===== src/rtl/uart_pkg.sv =====
// Shared UART definitions: receiver FSM states, bit-timing helper and frame width.
package uart_pkg;

    localparam int DATA_BITS = 8;

    typedef enum logic [2:0] {
        IDLE  = 3'd0,
        START = 3'd1,
        DATA  = 3'd2,
        STOP  = 3'd3,
        BREAK = 3'd4
    } uart_state_t;

    function automatic int clksPerBit(input int clkFreq, input int baud);
        return clkFreq / baud;
    endfunction

endpackage


===== src/rtl/uart_rx_sync_2ff.sv =====
// Two-flop synchronizer for an asynchronous single-bit input; reset value is selectable
// so idle-high serial lines do not look like a start bit coming out of reset.
module sync_2ff #(
    parameter logic RESET_VAL = 1'b1
) (
    input  logic clk,
    input  logic resetN,
    input  logic d,
    output logic q
);

    logic meta;

    always_ff @(posedge clk or negedge resetN) begin
        if (!resetN) begin
            meta <= RESET_VAL;
            q    <= RESET_VAL;
        end else begin
            meta <= d;
            q    <= meta;
        end
    end

endmodule


===== src/rtl/uart_rx.sv =====
// 8N1 UART receiver with oversampled bit-centre sampling, level byteReady and stop-bit error pulse.
// Optional 2-of-3 majority bit decision when UART_RX_MAJORITY_EN is defined.
module uart_rx
    import uart_pkg::*;
#(
    parameter int CLK_FREQ = 27000000,
    parameter int BAUD     = 115200
) (
    input  logic       clk,
    input  logic       resetN,
    input  logic       uartRx,
    output logic       byteReady,
    output logic [7:0] dataOut,
    output logic       frameError
);

    localparam int CLKS_PER_BIT = clksPerBit(CLK_FREQ, BAUD);

`ifdef UART_RX_MAJORITY_EN
    localparam int MAJ_DELAY = 1;
`else
    localparam int MAJ_DELAY = 0;
`endif

    // The majority vote needs the sample after the centre, so every decision moves one
    // cycle later; only the start check needs the shift, later bits keep CLKS_PER_BIT spacing.
    localparam logic [15:0] START_PT = 16'(CLKS_PER_BIT / 2 - 1 + MAJ_DELAY);
    localparam logic [15:0] BIT_PT   = 16'(CLKS_PER_BIT - 1);
    localparam logic [2:0]  LAST_BIT = 3'(DATA_BITS - 1);

    if (CLKS_PER_BIT < 8) begin : g_cpb_check
        $error("uart_rx: CLKS_PER_BIT must be at least 8");
    end

    uart_state_t state, state_next;
    logic [15:0] cnt, cnt_next;
    logic [2:0]  bit_idx, bit_idx_next;
    logic [7:0]  shift, shift_next;
    logic [7:0]  data_next;
    logic        ready_next;
    logic        ferr_next;
    logic        rx_s;
    logic        bit_val;

    sync_2ff #(.RESET_VAL(1'b1)) u_sync (
        .clk    (clk),
        .resetN (resetN),
        .d      (uartRx),
        .q      (rx_s)
    );

`ifdef UART_RX_MAJORITY_EN
    logic rx_d1, rx_d2;

    always_ff @(posedge clk or negedge resetN) begin
        if (!resetN) begin
            rx_d1 <= 1'b1;
            rx_d2 <= 1'b1;
        end else begin
            rx_d1 <= rx_s;
            rx_d2 <= rx_d1;
        end
    end

    assign bit_val = (rx_d2 & rx_d1) | (rx_d2 & rx_s) | (rx_d1 & rx_s);
`else
    assign bit_val = rx_s;
`endif

    always_ff @(posedge clk or negedge resetN) begin
        if (!resetN) begin
            state      <= IDLE;
            cnt        <= '0;
            bit_idx    <= '0;
            shift      <= '0;
            dataOut    <= '0;
            byteReady  <= 1'b0;
            frameError <= 1'b0;
        end else begin
            state      <= state_next;
            cnt        <= cnt_next;
            bit_idx    <= bit_idx_next;
            shift      <= shift_next;
            dataOut    <= data_next;
            byteReady  <= ready_next;
            frameError <= ferr_next;
        end
    end

    always_comb begin
        state_next   = state;
        cnt_next     = cnt + 16'd1;
        bit_idx_next = bit_idx;
        shift_next   = shift;
        data_next    = dataOut;
        ready_next   = byteReady;
        ferr_next    = 1'b0;

        case (state)
            IDLE: begin
                if (!rx_s) state_next = START;
            end
            START: begin
                if (cnt == START_PT) begin
                    if (!bit_val) begin
                        state_next   = DATA;
                        bit_idx_next = '0;
                        ready_next   = 1'b0;
                    end else begin
                        state_next = IDLE;
                    end
                end
            end
            DATA: begin
                if (cnt == BIT_PT) begin
                    shift_next   = {bit_val, shift[7:1]};
                    bit_idx_next = bit_idx + 3'd1;
                    cnt_next     = '0;
                    if (bit_idx == LAST_BIT) state_next = STOP;
                end
            end
            STOP: begin
                if (cnt == BIT_PT) begin
                    if (bit_val) begin
                        data_next  = shift;
                        ready_next = 1'b1;
                        state_next = IDLE;
                    end else begin
                        ferr_next  = 1'b1;
                        state_next = BREAK;
                    end
                end
            end
            BREAK: begin
                // Wait out a held-low line so a break produces only one error pulse.
                if (rx_s) state_next = IDLE;
            end
            default: state_next = IDLE;
        endcase

        if (state_next != state) cnt_next = '0;
    end

endmodule


===== config.mk =====
export PLATFORM = sky130hd
export DESIGN_NAME = uart_rx
export DESIGN_NICKNAME = d
export VERILOG_FILES = /design/src/rtl/uart_pkg.sv /design/src/rtl/uart_rx_sync_2ff.sv /design/src/rtl/uart_rx.sv
export SDC_FILE = /design/constraint.sdc
export NUM_CORES = 1
export LEC_CHECK = 0
export ABC_AREA = 1
export CORE_MARGIN = 4
export CORE_UTILIZATION = 30
export CTS_CLUSTER_SIZE = 25
export DETAILED_ROUTE_END_ITERATION = 12
export HOLD_SLACK_MARGIN = 0.12
export PLACE_DENSITY = 0.47
export SYNTH_ARGS = -nofsm -noshare
export SYNTH_HDL_FRONTEND = slang
export SYNTH_HIERARCHICAL = 1
export SYNTH_SLANG_ARGS = --single-unit

===== constraint.sdc =====
create_clock -name clk -period 3.57 [get_ports clk]
set_clock_uncertainty 0.05 [all_clocks]
set_input_delay 0.714 -clock clk [delete_from_list [all_inputs] [get_ports clk]]
set_output_delay 0.714 -clock clk [all_outputs]
set_load 0.02 [all_outputs]

==> metrics.md <==
| Metric | Value |
|---|---|
| Pwr Density | `343 nW/um^2` |
| Yosys reg bits | `42` |
| P_leak | `0.00113 uW` |
| I/O pin total | `13` |
| Crit start category | `register` |
| Maximum buffer depth of the clock tree | `2` |
| Commonest non-fill, non-tap cell in the layout | `nand2_1` |
| Maximum vdd drop | `0.000166 V` |
| Type of destination of the critical path | `register` |
| Final setup viols | `0` |
| First-pass GRT wire length | `7.28 mm` |
| Fin crit share | `0.613` |
| YS warnings | `6` |
| Fraction of registers with async set or reset after synthesis | `1.00` |
| # clock sinks | `42` |
| PostCTS Resize Cnt | `0` |
| H-Tree Depth | `2` |
| Post-CTS setup buffer count | `0` |
| Diodes inserted | `0` |
| HP Class | `register to register` |
| CTS buffer count | `5` |
| Top Metal Used | `met4` |
| Min-delay src | `u_sync/meta` |
| Final setup TNS | `0 ns` |
| Largest net degree at the start of global routing | `43` |
| Hold Crit Depth | `0` |
| Post-synth EDFFs | `0` |
| Top FF cell, synth | `dfrtp_1` |
| Via density | `4.56` |
| Die area | `8230 sq um` |
| Multi-input gate area | `830 sq um` |
| Starting DRT DRC Count | `84` |
| Final ANT Viol Nets | `0` |
| Effective utilization at floorplan | `0.316` |
| Hold Fails Final Rpt | `0` |
| WHS Endpoint | `u_sync/q` |
| Core ar. | `6490 sq um` |
| Syn Std Cell Area | `2050 sq um` |
| Critical setup path kind | `register to register` |
| Post-Syn Instances | `247` |
| Final Util | `0.358` |
| RSZ-0062 raised after global routing | `false` |
| Yosys cell types | `29` |
| Commonest non-fill, non-tap cells in the layout | `54 x nand2_1, 40 x dfrtp_1, 35 x inv_1, 31 x nor2_1, 21 x nand3_1` |
| Number of I/O port buffers | `12` |
| FF-to-FF End | `bit_idx[0]` |
| Final wirelength | `4.09 mm` |
| Total gr overflow | `0` |
| Area grow syn2layout | `13.3%` |
| Hold Slack | `0.309 ns` |
| Post-Place Setup Slack | `1.37 ns` |
| Initial antenna violation count | `0` |
| Clock root buffer | `clkbuf_8` |
| F_max | `457 MHz` |
| CTS hold repair buffers | `0` |
| # placed instances | `332` |
| Post-synthesis sequential area ratio | `0.513` |
| CP Max Fanout | `23` |
| Vias in the first global route | `1,544` |
| Clock slew at reported path FFs | `0.09 ns` |
| Reg area | `1050 sq um` |
| Worst path required time | `3.70 ns` |
| Slew @ Worst Pin | `0.932 ns` |
| Routed met2 length | `1.81 mm` |
| Register-to-register setup slack | `1.38 ns` |
| Die X | `90.7 microns` |
| Worst skew pair latency | `0.29 ns` |
| Total Nets Final | `270` |
| Die span in y | `90.7 microns` |
| Worst R2R Path Depth | `8` |
| Detailed placement HPWL | `2.93 mm` |
| Syn_area_per_cell | `8.31 sq um` |
| Routed len/inst | `12.0 microns` |
| CTS tree | `yes` |
| Syn_nets | `255` |
| Met1 wire length | `2.12 mm` |
| Tmin final | `2.19 ns` |
| Max-Cap Viols | `0` |
| Via count | `1,550` |
| DRC | `0` |
| Routability cong. | `0.807` |
| WP data arrival | `2.32 ns` |
| Tot GR Track Use | `0.109` |
| Final Max Tran Viols | `0` |
| Slew headroom | `0.379` |
| Met3 WL | `114 microns` |
| Outcome | `completed` |
| Worst Setup Slack, final | `1.38 ns` |
| Reg2reg start | `cnt[1]` |
| FILL cells | `674` |
| Share of cells above drive strength 1 | `0.0951` |
| Num rows | `29` |
| Router iterations before antenna repair | `4` |
| Fin cells | `340` |
## worst max path at each step
stage / depth (start not counted) / endpoint / slack [ns] / startpoint
floorplan: 13 / cnt[12] / 1.92 / cnt[0]
global placement: 8 / bit_idx[0] / 1.40 / cnt[1]
detailed placement: 8 / bit_idx[0] / 1.37 / cnt[1]
CTS: 8 / bit_idx[0] / 1.35 / cnt[1]
global route: 7 / bit_idx[0] / 1.10 / cnt[13]
finish: 8 / bit_idx[0] / 1.38 / cnt[1]
## final cells by class
cell class	count	area share
Timing Repair Buffer	12	0.0495
Clock buffer	6	0.0312
Tap cell	77	0.0414
Inverter	39	0.0629
Multi-Input combinational cell	162	0.356
Clock inverter	2	0.00591
Sequential cell	42	0.453
## routing by layer
layer / up-vias / track usage
met3: 4 / 0.0242
met4: 0 / 0.0383
met1: 722 / 0.149
li1: 803 / -
met5: - / 0
met2: 21 / 0.168
## synth_stat cells, types with 2 or more instances
| library cell | count | area, sq um |
|---|---|---|
| clkbuf_1 | 2 | 7.51 |
| dfrtp_1 | 40 | 1000 |
| dfstp_2 | 2 | 52.6 |
| ha_1 | 5 | 62.6 |
| inv_1 | 35 | 131 |
| inv_2 | 4 | 15.0 |
| nand2_1 | 54 | 203 |
| nand2_2 | 2 | 12.5 |
| nand3_1 | 21 | 105 |
| nand3_2 | 2 | 20.0 |
| nand4_1 | 4 | 25.0 |
| nor2_1 | 31 | 116 |
| nor2_4 | 2 | 22.5 |
| nor3_1 | 2 | 10.0 |
| nor3_2 | 3 | 30.0 |
| nor4_1 | 2 | 12.5 |
| o21ai_0 | 14 | 70.1 |
| o21ai_1 | 7 | 35.0 |
| xor2_1 | 5 | 43.8 |
## power breakdown
part	leakage, uW	internal, uW	switching (uW)
clock network	0.0000452	138	170
registers	0.000565	477	0.680
logic	0.000524	1.69	10.6
total	0.00113	617	181
## logic make-up (layout without fill, tap and decap cells)
family | count (synthesis) | count (layout) | share of synthesized area
simple gates | 126 | 126 | 0.283
buf+inv | 43 | 59 | 0.0829
flops | 42 | 42 | 0.513
fa+ha+maj | 5 | 5 | 0.0305
compound gates | 25 | 25 | 0.0646
xor+xnor | 6 | 6 | 0.0256
## worst max-delay path: stages (launching register included)
cell and delay [ns]:
dfrtp_1 0.40, inv_1 0.08, ha_1 0.13, nand3_1 0.11, nor2_4 0.17, nand3_1 0.54
nand2_1 0.36, o21ai_0 0.13, o21a_1 0.11
## per-stage QoR
step | area [sq um] | total power (uW)
CTS | 2330 | 815
finish | 2330 | 798
global route | 2330 | 833
floorplan | 2050 | 489
global placement | 2240 | 501
detailed placement | 2240 | 501
## sequential cells by signal, indices dropped and copies added, names as in the netlist
register / cells
bit_idx: 3
state: 3
byteReady: 1
frameError: 1
dataOut: 8
cnt: 16
shift: 8
u_sync/q: 1
u_sync/meta: 1
(Power assumes the default switching activity.)
